===== src/rtl/bin_to_dec_pkg.sv =====
// -----------------------------------------------------------------------------
// bin_to_dec_pkg
// Shared definitions for the binary-to-decimal converter:
//   - state_e   : FSM state encoding (IDLE / CONVERT / EMIT)
//   - RADIX     : number base used by the digit extraction
//   - DIGIT_W   : width of one BCD digit
// -----------------------------------------------------------------------------
package bin_to_dec_pkg;

  typedef enum logic [1:0] {
    ST_IDLE    = 2'd0,
    ST_CONVERT = 2'd1,
    ST_EMIT    = 2'd2
  } state_e;

  localparam int RADIX   = 10;
  localparam int DIGIT_W = 4;

endpackage : bin_to_dec_pkg


===== src/rtl/division_tickless.sv =====
// -----------------------------------------------------------------------------
// division_tickless
// Purely combinational unsigned restoring divider (no clock, result in the
// same cycle the operands are presented).
// Ports:
//   dividend  [BIT_DEPTH-1:0]  numerator
//   divisor   [BIT_DEPTH-1:0]  denominator (0 yields all-ones quotient,
//                              remainder = dividend)
//   quotient  [BIT_DEPTH-1:0]  dividend / divisor
//   remainder [BIT_DEPTH-1:0]  dividend % divisor
// -----------------------------------------------------------------------------
module division_tickless #(
  parameter int BIT_DEPTH = 32
) (
  input  logic [BIT_DEPTH-1:0] dividend,
  input  logic [BIT_DEPTH-1:0] divisor,
  output logic [BIT_DEPTH-1:0] quotient,
  output logic [BIT_DEPTH-1:0] remainder
);

  // One extra bit so the shifted partial remainder never overflows before
  // the compare against a large divisor.
  logic [BIT_DEPTH:0]   part_s;
  logic [BIT_DEPTH-1:0] quot_s;

  // Bit-serial long division unrolled across all dividend bits, MSB first.
  always_comb begin
    part_s = {(BIT_DEPTH+1){1'b0}};
    quot_s = {BIT_DEPTH{1'b0}};
    for (int i = BIT_DEPTH - 1; i >= 0; i--) begin
      part_s = {part_s[BIT_DEPTH-1:0], dividend[i]};
      if (part_s >= {1'b0, divisor}) begin
        part_s    = part_s - {1'b0, divisor};
        quot_s[i] = 1'b1;
      end else begin
        quot_s[i] = 1'b0;
      end
    end
  end

  assign quotient  = quot_s;
  assign remainder = part_s[BIT_DEPTH-1:0];

endmodule : division_tickless


===== src/rtl/bin_to_dec.sv =====
// -----------------------------------------------------------------------------
// bin_to_dec
// Converts an unsigned binary number into a stream of BCD digits, most
// significant first. One digit is extracted per cycle (value % 10) into a
// digit buffer, then the buffer is replayed in reverse over a valid/ready
// output handshake.
// Ports:
//   clk        sole clock, rising edge
//   rst_n      asynchronous active-low reset
//   in_valid   value is presented
//   in_ready   block can accept a value (IDLE only)
//   value      [BIT_DEPTH-1:0] number to convert
//   out_valid  out_digit/out_last are valid
//   out_ready  consumer accepts the current digit
//   out_digit  [3:0] BCD digit
//   out_last   final (least-significant) digit of the number
// Configuration macro:
//   BIN_TO_DEC_LEADING_ZEROS_EN - when defined, always emit DIGITS digits
//   including leading zeros; otherwise leading zeros are suppressed (at least
//   one digit is always emitted).
// -----------------------------------------------------------------------------
import bin_to_dec_pkg::*;

module bin_to_dec #(
  parameter int BIT_DEPTH = 32,
  parameter int DIGITS    = 10
) (
  input  logic                 clk,
  input  logic                 rst_n,
  input  logic                 in_valid,
  output logic                 in_ready,
  input  logic [BIT_DEPTH-1:0] value,
  output logic                 out_valid,
  input  logic                 out_ready,
  output logic [3:0]           out_digit,
  output logic                 out_last
);

  localparam int CNT_W = (DIGITS > 1) ? $clog2(DIGITS) : 1;
  localparam logic [CNT_W-1:0] LAST_SLOT = CNT_W'(DIGITS - 1);
  localparam logic [CNT_W-1:0] CNT_ZERO  = {CNT_W{1'b0}};
  localparam logic [CNT_W-1:0] CNT_ONE   = CNT_W'(1);

  state_e               state_r, state_s;
  // In CONVERT: slot being written. In EMIT: slot currently presented.
  logic [CNT_W-1:0]     count_r, count_s;
  logic [BIT_DEPTH-1:0] work_r, work_s;
  logic [DIGIT_W-1:0]   digit_buf_r [DIGITS];

  logic                 in_ready_r, in_ready_s;
  logic                 out_valid_r, out_valid_s;
  logic [DIGIT_W-1:0]   out_digit_r, out_digit_s;
  logic                 out_last_r, out_last_s;

  logic [BIT_DEPTH-1:0] quot_s;
  logic [BIT_DEPTH-1:0] rem_s;
  logic                 conv_done_s;
  logic                 unused_rem_s;

  division_tickless #(
    .BIT_DEPTH (BIT_DEPTH)
  ) u_div (
    .dividend  (work_r),
    .divisor   (BIT_DEPTH'(RADIX)),
    .quotient  (quot_s),
    .remainder (rem_s)
  );

  // Remainder is always < RADIX, so only the low digit bits carry data.
  assign unused_rem_s = ^rem_s[BIT_DEPTH-1:DIGIT_W];

  // Decide when digit extraction stops.
  always_comb begin
`ifdef BIN_TO_DEC_LEADING_ZEROS_EN
    conv_done_s = (count_r == LAST_SLOT);
`else
    conv_done_s = (quot_s == {BIT_DEPTH{1'b0}}) || (count_r == LAST_SLOT);
`endif
  end

  // Next-state and next-output logic; outputs are computed one cycle ahead
  // so they can be driven straight from flops.
  always_comb begin
    state_s     = state_r;
    count_s     = count_r;
    work_s      = work_r;
    in_ready_s  = in_ready_r;
    out_valid_s = out_valid_r;
    out_digit_s = out_digit_r;
    out_last_s  = out_last_r;

    case (state_r)
      ST_IDLE: begin
        if (in_valid) begin
          state_s    = ST_CONVERT;
          work_s     = value;
          count_s    = CNT_ZERO;
          in_ready_s = 1'b0;
        end else begin
          state_s    = ST_IDLE;
        end
      end

      ST_CONVERT: begin
        work_s = quot_s;
        if (conv_done_s) begin
          // Slot count_r is the most significant digit; present it directly
          // from the divider since the buffer write lands on this same edge.
          state_s     = ST_EMIT;
          out_valid_s = 1'b1;
          out_digit_s = rem_s[DIGIT_W-1:0];
          out_last_s  = (count_r == CNT_ZERO);
        end else begin
          count_s     = count_r + CNT_ONE;
        end
      end

      ST_EMIT: begin
        if (out_ready) begin
          if (count_r == CNT_ZERO) begin
            state_s     = ST_IDLE;
            in_ready_s  = 1'b1;
            out_valid_s = 1'b0;
            out_digit_s = 4'd0;
            out_last_s  = 1'b0;
          end else begin
            count_s     = count_r - CNT_ONE;
            out_digit_s = digit_buf_r[count_r - CNT_ONE];
            out_last_s  = (count_r == CNT_ONE);
          end
        end else begin
          state_s = ST_EMIT;
        end
      end

      default: begin
        state_s     = ST_IDLE;
        count_s     = CNT_ZERO;
        work_s      = {BIT_DEPTH{1'b0}};
        in_ready_s  = 1'b1;
        out_valid_s = 1'b0;
        out_digit_s = 4'd0;
        out_last_s  = 1'b0;
      end
    endcase
  end

  // State, counters and registered outputs.
  always_ff @(posedge clk or negedge rst_n) begin
    if (!rst_n) begin
      state_r     <= ST_IDLE;
      count_r     <= CNT_ZERO;
      work_r      <= {BIT_DEPTH{1'b0}};
      in_ready_r  <= 1'b1;
      out_valid_r <= 1'b0;
      out_digit_r <= 4'd0;
      out_last_r  <= 1'b0;
    end else begin
      state_r     <= state_s;
      count_r     <= count_s;
      work_r      <= work_s;
      in_ready_r  <= in_ready_s;
      out_valid_r <= out_valid_s;
      out_digit_r <= out_digit_s;
      out_last_r  <= out_last_s;
    end
  end

  // Digit buffer: one remainder captured per CONVERT cycle.
  always_ff @(posedge clk or negedge rst_n) begin
    if (!rst_n) begin
      for (int i = 0; i < DIGITS; i++) begin
        digit_buf_r[i] <= 4'd0;
      end
    end else if (state_r == ST_CONVERT) begin
      digit_buf_r[count_r] <= rem_s[DIGIT_W-1:0];
    end
  end

  assign in_ready  = in_ready_r;
  assign out_valid = out_valid_r;
  assign out_digit = out_digit_r;
  assign out_last  = out_last_r;

endmodule : bin_to_dec


===== config.mk =====
export PLATFORM = sky130hd
export DESIGN_NAME = bin_to_dec
export DESIGN_NICKNAME = d
export VERILOG_FILES = /design/src/rtl/bin_to_dec_pkg.sv /design/src/rtl/division_tickless.sv /design/src/rtl/bin_to_dec.sv
export SDC_FILE = /design/constraint.sdc
export NUM_CORES = 1
export LEC_CHECK = 0
export ABC_AREA = 1
export CAP_MARGIN = 10
export CORE_MARGIN = 2
export CORE_UTILIZATION = 40
export CTS_BUF_LIST = sky130_fd_sc_hd__clkbuf_4
export CTS_CLUSTER_SIZE = 20
export DETAILED_ROUTE_END_ITERATION = 12
export GPL_ROUTABILITY_DRIVEN = 0
export GPL_TIMING_DRIVEN = 0
export SETUP_SLACK_MARGIN = 0.5
export SLEW_MARGIN = 20
export SYNTH_ARGS = -nofsm -noshare
export SYNTH_HDL_FRONTEND = slang
export SYNTH_SLANG_ARGS = --single-unit

===== constraint.sdc =====
create_clock -name clk -period 40.4 [get_ports clk]
set_input_delay 10.1 -clock clk [delete_from_list [all_inputs] [get_ports clk]]
set_output_delay 10.1 -clock clk [all_outputs]
set_load 0.1 [all_outputs]

## Word-level counts from Yosys, hierarchy flattened

Index checks and enable logic that the tools add are counted.

| operators by class | value |
|---|---|
| add/sub/neg operators | 34 |
| $lt $le $gt $ge | 35 |
| eq/ne operators | 11 |
| multiplexer cells | 98 |
| bitwise operators | 5 |
| reduce and logical (&&, ||, !) cells | 11 |

Operator list:

| operator | number |
|---|---|
| $mux 32 | 32 |
| $ge 33x4->1 const B | 31 |
| $sub 32x4->32 const B | 30 |
| $pmux 32 s3 | 1 |
| $mux 4 | 11 |
| $mux 1 | 42 |
| $bwmux 40 | 1 |
| $logic_not 32->1 | 1 |
| $pmux 4 s3 | 2 |
| $bmux 4 s4 | 1 |
| $demux 4 s4 | 1 |
| $ne 2x2->1 const B | 6 |
| $reduce_and 4->1 | 3 |
| $ge 5x5->1 const B | 2 |
| $not 4->5 | 2 |
| $pmux 1 s3 | 3 |
| $mux 2 | 3 |
| $pmux 2 s3 | 1 |
| $lt 5x1->1 const B | 1 |
| $sub 1x4->5 const B | 1 |
| $add 4x1->4 const B | 1 |
| $eq 4x1->1 const B | 1 |
| $eq 4x4->1 const B | 1 |
| $ge 1x4->1 const B | 1 |
| other kinds (12) | 15 |

| storage, ports and cells | value |
|---|---|
| flip-flop bits (word level) | 85 |
| input port bits | 36 |

## Depth between registers and ports, before layout

Gate-level depths: netlist (run 1).

| depth | value |
|---|---|
| word-level depth | 68 |
| gate-level depth with buffers | 304 |
| gate-level depth less buffers | 277 |

## Cells and area by module

A second synthesis (run 1) with hierarchy kept.

| unflattened totals | value |
|---|---|
| cell total of the unflattened synthesis | 10135 |
| area, all modules | 61031.0 sq um |

Modules (own cells, without submodules):

| module | instances | cells each | area each (sq um) | sequential area each (sq um) |
|---|---|---|---|---|
| division_tickless | 1 | 9576 | 56497.9 | 0.0 |
| bin_to_dec | 1 | 559 | 4533.1 | 2128.3 |

## Worst setup path before layout (run 1)

No wires, ideal clock.

| timing | value |
|---|---|
| path kind | reg-to-reg |
| start | register work_r[30] |
| end | register out_digit_r[2] (netlist: out_digit[2]) |
| library setup time | 0.120 ns |
| arrival time | 31.569 ns |
| data required time | 40.280 ns |
| setup slack | 8.711 ns |
| cell stages (with the launch flop) | 302 |
| path buffers | 30 |
| path through | dfrtp_1 inv_1 ha_1 inv_1 ha_1 inv_2 nand3_1 nand2_1 clkinv_1 ha_1 nor2_2 nor2_4 nand2_4 nand2_1 nand2_2 ha_1 inv_1 nand3_1 [266 not listed] nor2_8 nand3_2 nor2_4 nand2_4 buf_6 nand2_1 nand2_1 inv_1 ha_1 inv_1 a21oi_1 nand3_2 nor2_8 nand3_4 nand3_2 nand2_1 nand2_1 nand2_1 |

| on the way | value |
|---|---|
| word-level cells in the longest chain between the ends | 66 |

RTL lines:

| what | RTL line | source |
|---|---|---|
| start: declaration | bin_to_dec.sv:47 | `logic [BIT_DEPTH-1:0] work_r, work_s;` |
| start signal: assignment | bin_to_dec.sv:153 | `work_r <= {BIT_DEPTH{1'b0}};` |
| start signal: assignment | bin_to_dec.sv:161 | `work_r <= work_s;` |
| $sub 32x4->32 / $ge 33x4->1 (equally long branches) | division_tickless.sv:33, division_tickless.sv:32 |  |
| $mux 32 | division_tickless.sv:32 | `if (part_s >= {1'b0, divisor}) begin` |
| $sub 32x4->32 / $ge 33x4->1 (equally long branches) | division_tickless.sv:33, division_tickless.sv:32 |  |
| $mux 32 | division_tickless.sv:32 |  |
| $sub 32x4->32 / $ge 33x4->1 (equally long branches) | division_tickless.sv:33, division_tickless.sv:32 |  |
| $mux 32 | division_tickless.sv:32 |  |
| $sub 32x4->32 / $ge 33x4->1 (equally long branches) | division_tickless.sv:33, division_tickless.sv:32 |  |
| $mux 32 | division_tickless.sv:32 |  |
| [50 not listed] | -- |  |
| $sub 32x4->32 / $ge 33x4->1 (equally long branches) | division_tickless.sv:33, division_tickless.sv:32 |  |
| $mux 32 | division_tickless.sv:32 |  |
| $ge 33x4->1 | division_tickless.sv:32 |  |
| $mux 1 | division_tickless.sv:32 |  |
| $logic_not 32->1 | bin_to_dec.sv:77 | `conv_done_s = (quot_s == {BIT_DEPTH{1'b0}}) \|\| (count_r == LAST_SLOT);` |
| $logic_or 1x1->1 | bin_to_dec.sv:77 |  |
| $ne 2x2->1 (no source line) | -- |  |
| $reduce_and 3->1 (no source line) | -- |  |
| end signal: assignment | bin_to_dec.sv:164 | `out_digit_r <= out_digit_s;` |
| end: declaration | bin_to_dec.sv:52 | `logic [DIGIT_W-1:0] out_digit_r, out_digit_s;` |

Several ways; a longest one is shown, not always the timed one. The select of a mux whose other input is x is not followed.
A chain may end at the register's enable or synchronous reset.

## Final worst setup path (run 1)

| timing | value |
|---|---|
| start | register work_r[29] |
| end | register out_digit_r[2] (netlist: out_digit[2]) |

| on the way | value |
|---|---|
| word-level cells in the longest chain between the ends | 64 |

RTL lines:

| what | RTL line |
|---|---|
| $sub 32x4->32 / $ge 33x4->1 (equally long branches) | division_tickless.sv:33, division_tickless.sv:32 |
| $mux 32 | division_tickless.sv:32 |
| $sub 32x4->32 / $ge 33x4->1 (equally long branches) | division_tickless.sv:33, division_tickless.sv:32 |
| $mux 32 | division_tickless.sv:32 |
| $sub 32x4->32 / $ge 33x4->1 (equally long branches) | division_tickless.sv:33, division_tickless.sv:32 |
| $mux 32 | division_tickless.sv:32 |
| $sub 32x4->32 / $ge 33x4->1 (equally long branches) | division_tickless.sv:33, division_tickless.sv:32 |
| $mux 32 | division_tickless.sv:32 |
| [48 not listed] | -- |
| $sub 32x4->32 / $ge 33x4->1 (equally long branches) | division_tickless.sv:33, division_tickless.sv:32 |
| $mux 32 | division_tickless.sv:32 |
| $ge 33x4->1 | division_tickless.sv:32 |
| $mux 1 | division_tickless.sv:32 |
| $logic_not 32->1 | bin_to_dec.sv:77 |
| $logic_or 1x1->1 | bin_to_dec.sv:77 |
| $ne 2x2->1 (no source line) | -- |
| $reduce_and 3->1 (no source line) | -- |

Several ways; a longest one is shown, not always the timed one. The select of a mux whose other input is x is not followed.

==> summary by stage, run 1 <==
Run status
The flow ran to the end, and the final reports show no timing, DRC or antenna violations.

Timing
The share of the clock period used by the worst path is 0.914. Setup repair after global routing left no endpoint under its margin. The final hold violation count came to 0. Based on the critical path, the design can be clocked at up to between 0.02 and 0.03 GHz. After layout, the minimum clock period comes to 36910 ps. The number of setup violations in the final report is 0. The worst clock skew on the final layout is 23.1 ps. The final setup TNS is 0 ps. The transition time at the pin with the least slew margin is 1040 ps. In this run the tightest slew margin relative to its limit is 0.308.

The number of pins exceeding their max-slew limit in the final report is 0.

Synth
The share of synthesized area in the top cell type comes to 0.201. The synthesized-area fraction occupied by and/or/nand/nor cells is 0.650. The most used flip-flop cell after synthesis is dfrtp_1.

The fraction of the yosys area taken by sequential cells is 0.0626. Yosys mapped a number of flops with a built-in enable equal to 0. The arithmetic-cell share of the synthesized area counting full adders, half adders and majority gates is 0.0140. The average instance in the mapped netlist occupies ~5.8 um^2.

The share of flip-flops with an asynchronous set or reset is 1.00. The post-synthesis net count is 5934. The portion of netlist area occupied by mux cells is 0.000883.

The count of unique library cells instantiated by Yosys is 68. The post-synthesis instance area is 34000 um^2. The compound-cell area share of the yosys netlist was 0.0822. Synthesis produced a netlist whose cell count is 5860. The number of synthesized register bits is 85.

The main combinational cell family by area after synthesis is simple AND/OR/NAND/NOR gates. The XOR/XNOR share of the synthesized area is 0.0255. The Yosys step of the flow raised 0 warnings. The largest total area in the synthesized netlist belongs to nand2_1.

By area the synthesized netlist is led by nand2_1, nand2_4, nand3_1.

Final layout
The final layout contains roughly 6.0k nets. The final design utilization is 0.432. Compared with the post-synthesis result, the final layout area differs by 6.63%. The share of final-layout standard cells stronger than drive strength 1 is 0.237.

The library cells used most frequently in the layout, excluding fill and tap cells, are nand2_1, inv_1, nand3_1, nor2_1, nand2_2. With fillers left out, the area of the finished cells amounts to 36300 um^2. The most common library cell in the layout ignoring fill and taps is nand2_1.

CTS
The later pin in the worst-skew pair is clocked with a latency of roughly 560 ps. The maximum count of clock buffers along a single path is 2. CTS built an H-tree with a depth of 3. The number of clock sinks is 85. The hold-fix buffer count after cts is 0. The number of CTS-inserted buffers is 9.

The clock root buffer master is clkbuf_4. The clock tree from TritonCTS is built. The clock slew seen by the registers of the worst setup and hold paths is about 170 ps.

Global route
The initial antenna violation count came to 1. Across every metal layer, demand over resource in global routing totals 0.231. The number of global-route vias before repair was 32.5k. The global-route wire length before repair is 167 mm. The largest net degree at the start of global routing is 55. The overall overflow remaining after global route is 0.

Die
The die boundary width is 296 um. The initial core utilization is 0.405. Pin placement for this block handled 43 I/O pins. Measured along the y axis, the die boundary spans 296 um. In this run the core area contains 106 standard-cell rows. The floorplan step defined a die boundary enclosing 87400 um^2. The region available for standard cell placement spans 84000 um^2.

Setup path
The nature of the critical path endpoint is a flop. Counting both buffers and inverters, the worst setup path holds a total of 76. Grouping stages by cell kind, the critical path spends the most delay in simple AND/OR/NAND/NOR gates.

The peak fanout along the critical path is 10. The startpoint type of the worst setup path is a flop. For the worst setup path, the data required time is 40860 ps. The critical path data arrival time is ~37000 ps. The cell with the biggest individual delay on the critical path is dfrtp_1. For this run, the slowest stage of the critical path takes 420 ps. The category of the critical setup timing path is reg -> reg. The cell that appears most often on the critical path is nand2_4.

Worst hold path
The worst min-delay path class is reg -> reg.

Place
The number of buffer cells added on primary ports is 42. Detailed placement finished with a half-perimeter wire length of approximately 88 mm. The placed instance area is 35900 um^2.

Routing
The via density per instance is 5.02. In this run, the number of DRC markers left after iteration 0 of detailed routing was 2275. The mean routed wirelength per cell is ~14 um. The count of nets left with antenna violations once routing finished came out at 0. Wires add up to 102 mm. The routed via count is 35.5k.

Before antenna repair, the detailed router went through 6 iterations. After detailed routing, the number of remaining DRC violations is 0.

Job
The tool flagged a number of max-cap violations equal to 0.
layer usage:
metal | track usage | up-vias | share of wire
li1 | - | 18600 | -
met1 | 0.324 | 16100 | 0.48
met2 | 0.385 | 734 | 0.46
met3 | 0.0151 | 119 | 0.039
met4 | 0.0531 | 0 | 0.022
met5 | 0 | - | 0
registers in the layout, summed over array words and instances, names as in the netlist:
name	count
count_r	4
out_valid	1
out_digit	4
state_r	2
in_ready	1
out_last	1
digit_buf_r	40
work_r	32
cell usage after synthesis, types with 30 or more instances:
cell type / count
nand3_4: 33
a31oi_1: 30
nand2_4: 248
inv_2: 126
dfrtp_1: 84
buf_12: 31
clkinv_1: 33
o21ai_2: 66
nor2_4: 78
nand3b_1: 72
nor3_1: 35
o21bai_1: 36
ha_1: 38
nor2_1: 493
xor2_1: 72
buf_8: 36
inv_1: 709
nor2_2: 114
nand3_2: 76
o21ai_0: 161
o21ai_1: 111
nand2_2: 397
nand2_1: 1820
nand3_1: 544
nand4_1: 155
final cells by class:
type                    count  area (um^2)
diodes                      2         5.00
plain buffers             104         1470
clock buffers               9         67.6
clock inverters             7         92.6
fillers                  9242        47700
inverters                 952         4150
multi-input cells        4719        26300
flip-flops and latches     85         2130
well taps                1134         1420
repair buffers             65          614
repair_timing:
action                                  4_1_cts  5_1_grt
buffers inserted                              0       22
endpoints found under the setup margin        0       43
gates resized for setup                       0       11
logic make-up after synthesis:
family / count (synthesis)
simple gates: 4121
flops: 85
xor+xnor: 99
fa+ha+maj: 38
compound gates: 458
mux: 3
buf+inv: 1056
path summary, 6_finish.rpt:
check / from / endpoint / slack (ps) / cells after the start
worst max-delay path: work_r[29]$_DFFE_PN0P_ / out_digit[2]$_DFFE_PN0P_ / 3490 / 302
worst min-delay path: digit_buf_r[14]$_DFFE_PN0P_ / digit_buf_r[14]$_DFFE_PN0P_ / 500 / 2
worst max register to register: work_r[29]$_DFFE_PN0P_ / out_digit[2]$_DFFE_PN0P_ / 3490 / 302
worst min register to register: digit_buf_r[14]$_DFFE_PN0P_ / digit_buf_r[14]$_DFFE_PN0P_ / 500 / 2
max in group asynchronous: rst_n / in_ready$_DFFE_PN1P_ / 30270 / 2
min in group asynchronous: rst_n / work_r[19]$_DFFE_PN0P_ / 9440 / 1
worst min-delay path, cell delays in order (launching register included):
cell and delay [ps]:
dfrtp_1 380, nand2_1 60, nand2_1 50
metrics by stage:
step / hold WS (ps) / setup slack (ps) / cells
2_1_floorplan: 449 / 8710 / 5860
3_3_place_gp: 464 / 3020 / 7036
3_5_place_dp: 466 / 2680 / 7037
4_1_cts: 506 / 2550 / 7053
5_1_grt: 531 / 443 / 7077
6_report: 504 / 3490 / 7077
Power of run 1 is not shown: default switching activity piles up to over one toggle a cycle in this logic, so the estimate is an artifact.
==> run 2: changes to the inputs <==
--- a/config.mk
+++ b/config.mk
@@ -15,6 +15,7 @@
 export GPL_ROUTABILITY_DRIVEN = 0
 export GPL_TIMING_DRIVEN = 0
 export SETUP_SLACK_MARGIN = 0.5
+export SKIP_LAST_GASP = 1
 export SLEW_MARGIN = 20
 export SYNTH_ARGS = -nofsm -noshare
 export SYNTH_HDL_FRONTEND = slang
==> results of run 2 <==
The final DEF is identical to that of run 1; final timing and power are the same.
Power of run 2 is left out for the same reason.
